## config.mk

```make
export PLATFORM = sky130hd
export DESIGN_NAME = array_port_ctrl_flat
export DESIGN_NICKNAME = d
export VERILOG_FILES = /design/src/rtl/array_port_pkg.sv /design/src/rtl/array_port_ctrl_if.sv /design/src/rtl/array_resp_fifo.sv /design/src/rtl/array_port_ctrl.sv /design/src/flat_wrapper.sv
export SDC_FILE = /design/constraint.sdc
export NUM_CORES = 1
export LEC_CHECK = 0
export CAP_MARGIN = 30
export CORE_ASPECT_RATIO = 0.8
export CORE_UTILIZATION = 42
export DETAILED_ROUTE_END_ITERATION = 12
export PLACE_DENSITY = 0.8
export SYNTH_ARGS = -nofsm -noshare
export SYNTH_HDL_FRONTEND = slang
export SYNTH_SLANG_ARGS = --single-unit
```

## constraint.sdc

```tcl
create_clock -name clock -period 2.7 [get_ports clock]
set_input_delay 0.405 -clock clock [delete_from_list [all_inputs] [get_ports clock]]
set_output_delay 0.405 -clock clock [all_outputs]
set_load 0.02 [all_outputs]
```

## src/rtl/array_port_pkg.sv

```systemverilog
// Shared widths and state encoding for the SRAM RW-port controller.
package array_port_pkg;

    localparam int unsigned ADDR_W    = 7;
    localparam int unsigned DATA_W    = 44;
    localparam int unsigned NUM_LANES = 4;
    localparam int unsigned LANE_W    = DATA_W / NUM_LANES;
    localparam int unsigned DEPTH     = 1 << ADDR_W;

    typedef enum logic {
        INIT = 1'b0,
        IDLE = 1'b1
    } state_e;

endpackage

```

## src/rtl/array_port_ctrl_if.sv

```systemverilog
// Request/response channels plus the SRAM RW-port bundle.
// master: the controller side; slave: requesters and the array macro.
interface array_port_ctrl_if;
    import array_port_pkg::*;

    logic                 wr_valid;
    logic                 wr_ready;
    logic [ADDR_W-1:0]    wr_addr;
    logic [NUM_LANES-1:0] wr_mask;
    logic [DATA_W-1:0]    wr_data;

    logic                 rd_valid;
    logic                 rd_ready;
    logic [ADDR_W-1:0]    rd_addr;

    logic                 resp_valid;
    logic                 resp_ready;
    logic [DATA_W-1:0]    resp_data;

    logic                 init_done;

    logic                 sram_en;
    logic                 sram_wmode;
    logic [ADDR_W-1:0]    sram_addr;
    logic [NUM_LANES-1:0] sram_wmask;
    logic [DATA_W-1:0]    sram_wdata;
    logic [DATA_W-1:0]    sram_rdata;

    modport master (
        input  wr_valid, wr_addr, wr_mask, wr_data,
        input  rd_valid, rd_addr, resp_ready, sram_rdata,
        output wr_ready, rd_ready, resp_valid, resp_data, init_done,
        output sram_en, sram_wmode, sram_addr, sram_wmask, sram_wdata
    );

    modport slave (
        output wr_valid, wr_addr, wr_mask, wr_data,
        output rd_valid, rd_addr, resp_ready, sram_rdata,
        input  wr_ready, rd_ready, resp_valid, resp_data, init_done,
        input  sram_en, sram_wmode, sram_addr, sram_wmask, sram_wdata
    );

endinterface

```

## src/rtl/array_resp_fifo.sv

```systemverilog
// 2-entry in-order read-response buffer with valid/ready output.
// Ports: clock, reset_n; push/push_data in; ready in, valid/data out
// (head entry); count = occupancy. The caller guarantees no push when full
// unless the head is popped in the same cycle.
module array_resp_fifo
    import array_port_pkg::*;
(
    input  logic              clock,
    input  logic              reset_n,
    input  logic              push,
    input  logic [DATA_W-1:0] push_data,
    input  logic              ready,
    output logic              valid,
    output logic [DATA_W-1:0] data,
    output logic [1:0]        count
);

    logic [DATA_W-1:0] mem_q [2];
    logic              rd_ptr_q;
    logic              wr_ptr_q;
    logic [1:0]        count_q;
    logic              pop;

    assign valid = (count_q != 2'd0);
    assign pop   = valid & ready;
    assign data  = mem_q[rd_ptr_q];
    assign count = count_q;

    // Storage, pointers and occupancy
    always_ff @(posedge clock or negedge reset_n) begin
        if (!reset_n) begin
            mem_q[0] <= '0;
            mem_q[1] <= '0;
            rd_ptr_q <= 1'b0;
            wr_ptr_q <= 1'b0;
            count_q  <= 2'd0;
        end else begin
            if (push) begin
                mem_q[wr_ptr_q] <= push_data;
                wr_ptr_q        <= ~wr_ptr_q;
            end
            if (pop) begin
                rd_ptr_q <= ~rd_ptr_q;
            end
            count_q <= count_q + 2'(push) - 2'(pop);
        end
    end

endmodule

```

## src/rtl/array_port_ctrl.sv

```systemverilog
// Single-RW-port SRAM controller: zero-init sweep after reset, then
// read/write arbitration onto the one port with read-credit flow control
// into a 2-entry response buffer.
// Ports: clock, reset_n (async, active-low); bus (master modport) carrying
// the write/read request channels, read response channel, init_done and
// the SRAM RW-port signals.
module array_port_ctrl
    import array_port_pkg::*;
#(
    parameter bit SHOULD_RESET = 1'b1
) (
    input  logic              clock,
    input  logic              reset_n,
    array_port_ctrl_if.master bus
);

    state_e            state_q, state_d;
    logic [ADDR_W-1:0] cnt_q, cnt_d;
    logic              prio_q, prio_d;
    logic              inflight_q, inflight_d;

    logic              grant_rd, grant_wr;
    logic              rd_elig;
    logic              pop;
    logic              resp_valid;
    logic [DATA_W-1:0] resp_data;
    logic [1:0]        fifo_count;

    assign pop = resp_valid & bus.resp_ready;

    // Credit: buffered + in-flight reads, less the one leaving now, must stay below 2
    assign rd_elig = bus.rd_valid &&
                     ((3'(fifo_count) + 3'(inflight_q)) < (3'd2 + 3'(pop)));

    assign bus.resp_valid = resp_valid;
    assign bus.resp_data  = resp_data;

    // State, sweep counter, arbitration priority and read-in-flight flag
    always_ff @(posedge clock or negedge reset_n) begin
        if (!reset_n) begin
            state_q    <= SHOULD_RESET ? INIT : IDLE;
            cnt_q      <= '0;
            prio_q     <= 1'b0;
            inflight_q <= 1'b0;
        end else begin
            state_q    <= state_d;
            cnt_q      <= cnt_d;
            prio_q     <= prio_d;
            inflight_q <= inflight_d;
        end
    end

    // Next state, arbitration and RW-port drive; everything held low in reset
    always_comb begin
        state_d        = state_q;
        cnt_d          = cnt_q;
        prio_d         = prio_q;
        inflight_d     = 1'b0;
        grant_rd       = 1'b0;
        grant_wr       = 1'b0;
        bus.wr_ready   = 1'b0;
        bus.rd_ready   = 1'b0;
        bus.init_done  = 1'b0;
        bus.sram_en    = 1'b0;
        bus.sram_wmode = 1'b0;
        bus.sram_addr  = '0;
        bus.sram_wmask = '0;
        bus.sram_wdata = '0;

        if (reset_n) begin
            unique case (state_q)
                INIT: begin
                    bus.sram_en    = 1'b1;
                    bus.sram_wmode = 1'b1;
                    bus.sram_addr  = cnt_q;
                    bus.sram_wmask = '1;
                    cnt_d          = cnt_q + ADDR_W'(1);
                    if (cnt_q == ADDR_W'(DEPTH - 1)) begin
                        state_d = IDLE;
                    end
                end
                IDLE: begin
                    bus.init_done = 1'b1;
                    grant_rd      = rd_elig && (!bus.wr_valid || !prio_q);
                    grant_wr      = bus.wr_valid && (!rd_elig || prio_q);
                    if (rd_elig && bus.wr_valid) begin
                        prio_d = ~prio_q;
                    end
                    inflight_d   = grant_rd;
                    bus.rd_ready = grant_rd;
                    bus.wr_ready = grant_wr;
                    if (grant_wr) begin
                        bus.sram_en    = 1'b1;
                        bus.sram_wmode = 1'b1;
                        bus.sram_addr  = bus.wr_addr;
                        bus.sram_wmask = bus.wr_mask;
                        bus.sram_wdata = bus.wr_data;
                    end else if (grant_rd) begin
                        bus.sram_en   = 1'b1;
                        bus.sram_addr = bus.rd_addr;
                    end
                end
                default: ;
            endcase
        end
    end

    // Array data arrives the cycle after the read enable
    array_resp_fifo u_resp_fifo (
        .clock     (clock),
        .reset_n   (reset_n),
        .push      (inflight_q),
        .push_data (bus.sram_rdata),
        .ready     (bus.resp_ready),
        .valid     (resp_valid),
        .data      (resp_data),
        .count     (fifo_count)
    );

endmodule

```

## src/flat_wrapper.sv

```systemverilog
// flat-port wrapper written by rule: the top's interface ports become plain ports
module array_port_ctrl_flat import array_port_pkg::*;
#(
    parameter bit SHOULD_RESET = 1'b1
)
  (clock, reset_n, bus_wr_valid, bus_wr_addr, bus_wr_mask, bus_wr_data, bus_rd_valid, bus_rd_addr, bus_resp_ready, bus_sram_rdata, bus_wr_ready, bus_rd_ready, bus_resp_valid, bus_resp_data, bus_init_done, bus_sram_en, bus_sram_wmode, bus_sram_addr, bus_sram_wmask, bus_sram_wdata);
  array_port_ctrl_if bus_i ();
  input  logic clock;
  input  logic reset_n;
  input wire logic [$bits(bus_i.wr_valid)-1:0] bus_wr_valid;
  input wire logic [$bits(bus_i.wr_addr)-1:0] bus_wr_addr;
  input wire logic [$bits(bus_i.wr_mask)-1:0] bus_wr_mask;
  input wire logic [$bits(bus_i.wr_data)-1:0] bus_wr_data;
  input wire logic [$bits(bus_i.rd_valid)-1:0] bus_rd_valid;
  input wire logic [$bits(bus_i.rd_addr)-1:0] bus_rd_addr;
  input wire logic [$bits(bus_i.resp_ready)-1:0] bus_resp_ready;
  input wire logic [$bits(bus_i.sram_rdata)-1:0] bus_sram_rdata;
  output wire logic [$bits(bus_i.wr_ready)-1:0] bus_wr_ready;
  output wire logic [$bits(bus_i.rd_ready)-1:0] bus_rd_ready;
  output wire logic [$bits(bus_i.resp_valid)-1:0] bus_resp_valid;
  output wire logic [$bits(bus_i.resp_data)-1:0] bus_resp_data;
  output wire logic [$bits(bus_i.init_done)-1:0] bus_init_done;
  output wire logic [$bits(bus_i.sram_en)-1:0] bus_sram_en;
  output wire logic [$bits(bus_i.sram_wmode)-1:0] bus_sram_wmode;
  output wire logic [$bits(bus_i.sram_addr)-1:0] bus_sram_addr;
  output wire logic [$bits(bus_i.sram_wmask)-1:0] bus_sram_wmask;
  output wire logic [$bits(bus_i.sram_wdata)-1:0] bus_sram_wdata;
  assign bus_i.wr_valid = bus_wr_valid;
  assign bus_i.wr_addr = bus_wr_addr;
  assign bus_i.wr_mask = bus_wr_mask;
  assign bus_i.wr_data = bus_wr_data;
  assign bus_i.rd_valid = bus_rd_valid;
  assign bus_i.rd_addr = bus_rd_addr;
  assign bus_i.resp_ready = bus_resp_ready;
  assign bus_i.sram_rdata = bus_sram_rdata;
  assign bus_wr_ready = bus_i.wr_ready;
  assign bus_rd_ready = bus_i.rd_ready;
  assign bus_resp_valid = bus_i.resp_valid;
  assign bus_resp_data = bus_i.resp_data;
  assign bus_init_done = bus_i.init_done;
  assign bus_sram_en = bus_i.sram_en;
  assign bus_sram_wmode = bus_i.sram_wmode;
  assign bus_sram_addr = bus_i.sram_addr;
  assign bus_sram_wmask = bus_i.sram_wmask;
  assign bus_sram_wdata = bus_i.sram_wdata;
  array_port_ctrl #(.SHOULD_RESET(SHOULD_RESET)) u_core (.clock(clock), .reset_n(reset_n), .bus(bus_i));
endmodule
```

* After elaboration in Yosys (flattened, before gate mapping)
Index checks and enable logic that the tools add are counted.
** Cells by class
- Add/subtract/negate cells :: 5
- $lt $le $gt $ge :: 4
- Equal/unequal tests :: 1
- Muxes and demuxes :: 31
- Bitwise gates (word level) :: 7
- Reduce and logical (&&, ||, !) cells :: 13
** Operators by type and width (count)
- $mux W44 :: 7
- $bwmux W88 :: 1
- $demux W44 S1 :: 1
- $mux W7 :: 3
- $pmux W7 S2 :: 1
- $mux W1 :: 13
- $mux W4 :: 2
- $pmux W4 S2 :: 1
- $add A7 B1 Y7 const B :: 1
- $eq A7 B7 Y1 const B :: 1
- $logic_and A1 B1 Y1 :: 5
- $ge A2 B2 Y1 const B :: 2
- $not A1 Y1 :: 4
- $not A1 Y2 :: 2
- $pmux W1 S2 :: 2
- $add A2 B1 Y3 :: 1
- $add A2 B1 Y3 const A :: 1
- $logic_not A1 Y1 :: 3
- $lt A3 B3 Y1 :: 1
- $reduce_and A3 Y1 :: 1
- $add A2 B1 Y2 :: 1
- $logic_or A1 B1 Y1 :: 2
- $lt A2 B1 Y1 const B :: 1
- $reduce_and A2 Y1 :: 1
- 3 further kinds :: 3
** Storage, ports and cells
- Flip-flop bits (word level) :: 102
- Input port bits :: 111
- Logic and storage cells :: 70

* Longest topological paths before layout
- Depth in word-level cells :: 11
- Depth in mapped cells :: 7
- Mapped depth without buffers :: 7

* Cells and area by module
Synthesis repeated with hierarchy kept, for this count alone.
** Unflattened totals
- Cell total of the unflattened synthesis :: 367
- Area total of the unflattened synthesis :: 5177.5 um^2
** By module, submodules not included
- array_resp_fifo :: instances 1, cells each 250, area each 4204.0 um^2, sequential area each 2302.2 um^2
- array_port_ctrl :: instances 1, cells each 117, area each 973.4 um^2, sequential area each 250.2 um^2

* Least setup slack after synthesis
No wires, ideal clock.
- Path type :: reg-to-output
- Start :: reg u_core.u_resp_fifo.count_q[0], in the netlist u_core.u_resp_fifo.count[0]
- End :: out bus_sram_addr[0]
- Arrival time :: 1.973 ns
- Setup slack :: 0.322 ns
- Cell stages (with the launch flop) :: 6
- Path buffers :: 0
- Cell sequence :: dfrtp_1 ha_1 ha_1 o21a_4 nor3_2 a221o_1
** On the way
- Cells in the longest elaborated chain, start to end :: 11
- Elaborated cells between the ends (all ways) :: 14
- Those cells by class :: add/sub (2); order compare (1); mux (4); bitwise (1); reduce/logical (6)
** RTL lines
- start, declared :: RTL line array_resp_fifo.sv:21 : logic [1:0] count_q;
- start signal, assigned :: RTL line array_resp_fifo.sv:45 : count_q <= count_q + 2'(push) - 2'(pop);
- $reduce_bool A2 Y1 :: RTL line array_resp_fifo.sv:24 : assign valid = (count_q != 2'd0);
- $and A1 B1 Y1 :: RTL line array_port_ctrl.sv:29 : assign pop = resp_valid & bus.resp_ready;
- $add A2 B1 Y3 :: RTL line array_port_ctrl.sv:33 : ((3'(fifo_count) + 3'(inflight_q)) < (3'd2 + 3'(pop)));
- $lt A3 B3 Y1 (*) :: RTL line array_port_ctrl.sv:33
- $logic_and A1 B1 Y1 (*) :: RTL line array_port_ctrl.sv:32 : assign rd_elig = bus.rd_valid &&
- $logic_not A1 Y1 :: RTL line array_port_ctrl.sv:85 : grant_wr = bus.wr_valid && (!rd_elig || prio_q);
- $logic_or A1 B1 Y1 :: RTL line array_port_ctrl.sv:85
- $logic_and A1 B1 Y1 :: RTL line array_port_ctrl.sv:85
- $mux W7 (*) :: RTL line array_port_ctrl.sv:92 : if (grant_wr) begin
- $pmux W7 S2 (*) :: RTL line array_port_ctrl.sv:71 : unique case (state_q)
- $mux W7 (*) :: RTL line array_port_ctrl.sv:70 : if (reset_n) begin
- end, declared :: RTL line flat_wrapper.sv:25 : output wire logic [$bits(bus_i.sram_addr)-1:0] bus_sram_addr;
Mark *: on every way between the ends. The rest lies on a longest branch, timed or not.

* Worst setup path in the final report
- Start :: reg u_core.inflight_q
- End :: out bus_sram_addr[4]
** On the way
- Cells in the longest elaborated chain, start to end :: 9
- Elaborated cells between the ends (all ways) :: 11
- Those cells by class :: add/sub (1); order compare (1); mux (4); reduce/logical (5)
** RTL lines
- start, declared :: RTL line array_port_ctrl.sv:20 : logic inflight_q, inflight_d;
- start signal, assigned :: RTL line array_port_ctrl.sv:49 : inflight_q <= inflight_d;
- $add A2 B1 Y3 (*) :: RTL line array_port_ctrl.sv:33
- $lt A3 B3 Y1 (*) :: RTL line array_port_ctrl.sv:33
- $logic_and A1 B1 Y1 (*) :: RTL line array_port_ctrl.sv:32
- $logic_not A1 Y1 :: RTL line array_port_ctrl.sv:85
- $logic_or A1 B1 Y1 :: RTL line array_port_ctrl.sv:85
- $logic_and A1 B1 Y1 :: RTL line array_port_ctrl.sv:85
- $mux W7 (*) :: RTL line array_port_ctrl.sv:92
- $pmux W7 S2 (*) :: RTL line array_port_ctrl.sv:71
- $mux W7 (*) :: RTL line array_port_ctrl.sv:70
Marked as above.

==> flow_summary.ini <==
[global_routing]
grt_antenna_before_repair = 0
pin_count_of_the_biggest_net_entering_global_routing = 74
via_count_of_the_first_global_routing_pass = 4109
grt_overflow = 0
grt_pass1_wl_um = 21600
globalRouteTotalUtil_pct = 23.67

[setup_path]
critical_path.reg2reg.startpoint = u_core.u_resp_fifo.count[1]$_DFF_PN0_
worstSetupPathType = reg2out
worst_r2r_endpoint = u_core.u_resp_fifo.count[1]$_DFF_PN0_
cpMaxStageDelayCell = a221o_1
timing.critical_path.required_ns = 2.30
critical-path-top-delay-family = compound AO/OA/AOI/OAI gates
r2r.worst_path.cells = 8
endpoint_kind = output pin
setup.worst_path.start_class = flop
critical-path-max-stage-delay_ns = 0.44
cp.arrival_ns = 2.25
critPathBufInv = 1
timing.critical_path.cells = ha_2 > ha_4 > o21a_4 > o31a_4 > a221o_1 > buf_6
timing.critical_path.fanout_max = 5
reg2reg_slack_ns = 0.97

[die]
io-pin-count = 216
die_area_um2 = 12140
initial_core_util_pct = 44.10
die_height_um = 98.76
row_count = 34
die_width_um = 122.9
design.core.area_um2 = 11150

[detailed_routing]
drt_pre_antenna_iters = 4
finalWirelength_um = 13790
vias = 3702
drcViolationCount = 0
routed_wire_length_per_instance_um = 18.49
route.detailed.vias_per_inst = 4.962
detailed_route_iter0_violations = 166
ant_nets = 0

[pwr]
sequentialPowerShare_pct = 35.4
cellInternalPower_mw = 3.486
p_leak_nw = 3.484
power.ir.vdd_worst_v = 0.0004576
power_mw = 4.978
power.combinational.fraction_pct = 37.0
power.clock.fraction_pct = 27.7
power_density_nw_per_um2 = 649.7
swShare_pct = 29.97
net-switching-power_mw = 1.492

[clocking]
cts.sinks = 102
tritoncts_clock_tree = built
cts_max_level = 3
worst_skew_pair.late_latency_ns = 0.34
cts_root_buffer = clkbuf_16
cts_buffers = 9
cts.clk_slew.worst_paths_ns = 0.06
cts-root-to-sink-buffers = 2

[cells_and_area]
layout-drive-gt1-share_pct = 40.03
n_fill_cell = 825
area_growth_syn_to_layout_pct = 55.91
fin_nets = 713
final_core_util_pct = 68.75
number_of_antenna_repair_diodes = 0

[timing]
max_freq_mhz = 376.5
worstMarginPinSlew_ns = 0.9160
worst_hold_slack_ns = 0.4370
slew_headroom_pct = 38.93
finalClockSkew_ns = 0.007392
finalWorstPathRequiredPeriod_ns = 2.656
setup_viol = 0
setup_repair_after_global_routing_missed_its_margin = yes
period_share_pct = 98.36
layout_setup_ws_ns = 0.04420
maxSlewViolCount = 0
timing.final.hold_violations = 0

[yosys]
dominant_register_cell_in_the_synthesized_netlist = dfrtp_1
syn-cell-area_um2 = 4915
netlist.area_leader.share_pct = 51.93
synth-warning-count = 0
synth_top_cells_by_area = dfrtp_1, mux2_2, and2_1
synth_enable_flop_cells = 0
postSynthCellCount = 366
seq_area_frac_synth_pct = 51.93
leading_area_contributor_after_synthesis = dfrtp_1
postSynthNetCount = 482
post_synth.cell_area_avg_um2 = 13.43
ff_latch_count_synth = 102
synth_cell_type_count = 30
async_reset_ff_share_pct = 100.0

[place]
portBuffers = 215
estimated_wirelength_of_the_detail_placed_design_um = 10160
detailedPlace.worstSlack_ns = -0.2457
gp_congestion = 0.7601

[run_status]
run_status = finished clean

[run]
drv_cap = 0

[min_path]
worst_hold_path_type = in2async
[layout by cell type, fill, tap and decap left out, types with 2 or more instances in the layout]
cell,instances
buf_2,27
buf_4,19
dfrtp_1,101
ha_1,3
nand2_1,4
buf_12,4
buf_6,3
and3_1,2
clkbuf_16,9
clkdlybuf4s15_2,27
mux2_2,133
and2_1,51
xnor2_1,7
xor2_1,4
inv_6,2
a21oi_1,4
clkdlybuf4s50_1,155
nand3_1,2
inv_1,9
bufinv_16,2
a221o_1,7
[power groups by stage]
stage / Clock (mW) / Sequential [mW] / Combinational [mW]
after floorplan: 0 / 1.73 / 0.971
after global placement: 0 / 1.78 / 1.81
after detailed placement: 0 / 1.79 / 1.83
after CTS: 1.42 / 1.76 / 1.83
after global routing: 1.48 / 1.78 / 1.95
final: 1.38 / 1.76 / 1.84
[area by class of cell]
cell class                 instances  area, µm²  area share [%]
clock inverter                     6      93.84           1.225
sequential                       102       2554           33.33
inverter                           9      33.78          0.4409
multi-input combinational        237       2296           29.96
timing repair buffer             238       2276           29.70
clock buffer                      10      229.0           2.988
tap                              144      180.2           2.351
[metal layers]
layer	global-route usage, %	vias up	wire (µm)
li1	-	1747	-
met1	28.18	1826	5616
met2	39.93	103	6989
met3	7.928	26	934
met4	7.974	0	254
met5	0	-	0
[cell families after synthesis]
logic type               Yosys count  synth area share, %
multiplexers                     133                30.47
flip-flops                       102                51.93
AND/OR/NAND/NOR                   69                8.605
buffers and inverters             28                2.418
AO/OA/AOI/OAI                     18                3.335
XOR/XNOR                          11                1.960
adder cells (fa/ha/maj)            5                1.273
[state kept, by name, indices dropped and copies added, names as in the netlist]
name,cells
u_core.state_q,1
u_core.u_resp_fifo.mem_q,88
u_core.prio_q,1
u_core.u_resp_fifo.rd_ptr_q,1
u_core.inflight_q,1
u_core.u_resp_fifo.count,2
u_core.u_resp_fifo.wr_ptr_q,1
u_core.cnt_q,7
[worst max-delay path by stage]
stage | startpoint | endpoint | slack [ns] | depth (start not counted)
3_3_place_gp | bus_resp_ready | bus_sram_addr[4] | -0.22 | 6
5_1_grt | u_core.inflight_q$_DFF_PN0_ | bus_sram_addr[4] | -0.03 | 6
3_5_place_dp | bus_resp_ready | bus_sram_addr[5] | -0.25 | 8
6_report | u_core.inflight_q$_DFF_PN0_ | bus_sram_addr[4] | 0.04 | 6
4_1_cts | u_core.u_resp_fifo.count[0]$_DFF_PN0_ | bus_sram_wdata[3] | 0.0002 | 7
2_1_floorplan | u_core.u_resp_fifo.count[0]$_DFF_PN0_ | bus_sram_addr[0] | 0.32 | 5
[metrics by stage]
stage / setup TNS [ns] / cells / instance area [µm²]
after floorplan: 0 / 366 / 4915
after global placement: -8.390 / 726 / 7358
after detailed placement: -10.22 / 726 / 7358
after CTS: 0 / 745 / 7671
after global routing: -0.03179 / 746 / 7662
final: 0 / 746 / 7662
[Yosys cell counts, types with 2 or more instances]
cell        n
a21oi_1     5
a221o_1     7
and2_1     51
and3_1      2
buf_1       3
buf_2       5
clkbuf_1   10
dfrtp_1   102
ha_1        5
inv_1       9
mux2_2    133
nand2_1     5
nand3_1     2
nor2_1      2
xnor2_1     7
xor2_1      4
[repair_timing]
action | in CTS | in global routing
endpoints found under the setup margin | 59 | 46
gates cloned | 1 | 0
hold endpoints to repair | 1 | 0
hold buffers | 1 | 0
buffers inserted | 1 | 1
gates resized for setup | 205 | 13
pin swaps | 5 | 7
No activity file was read; power rests on OpenSTA's default activity.
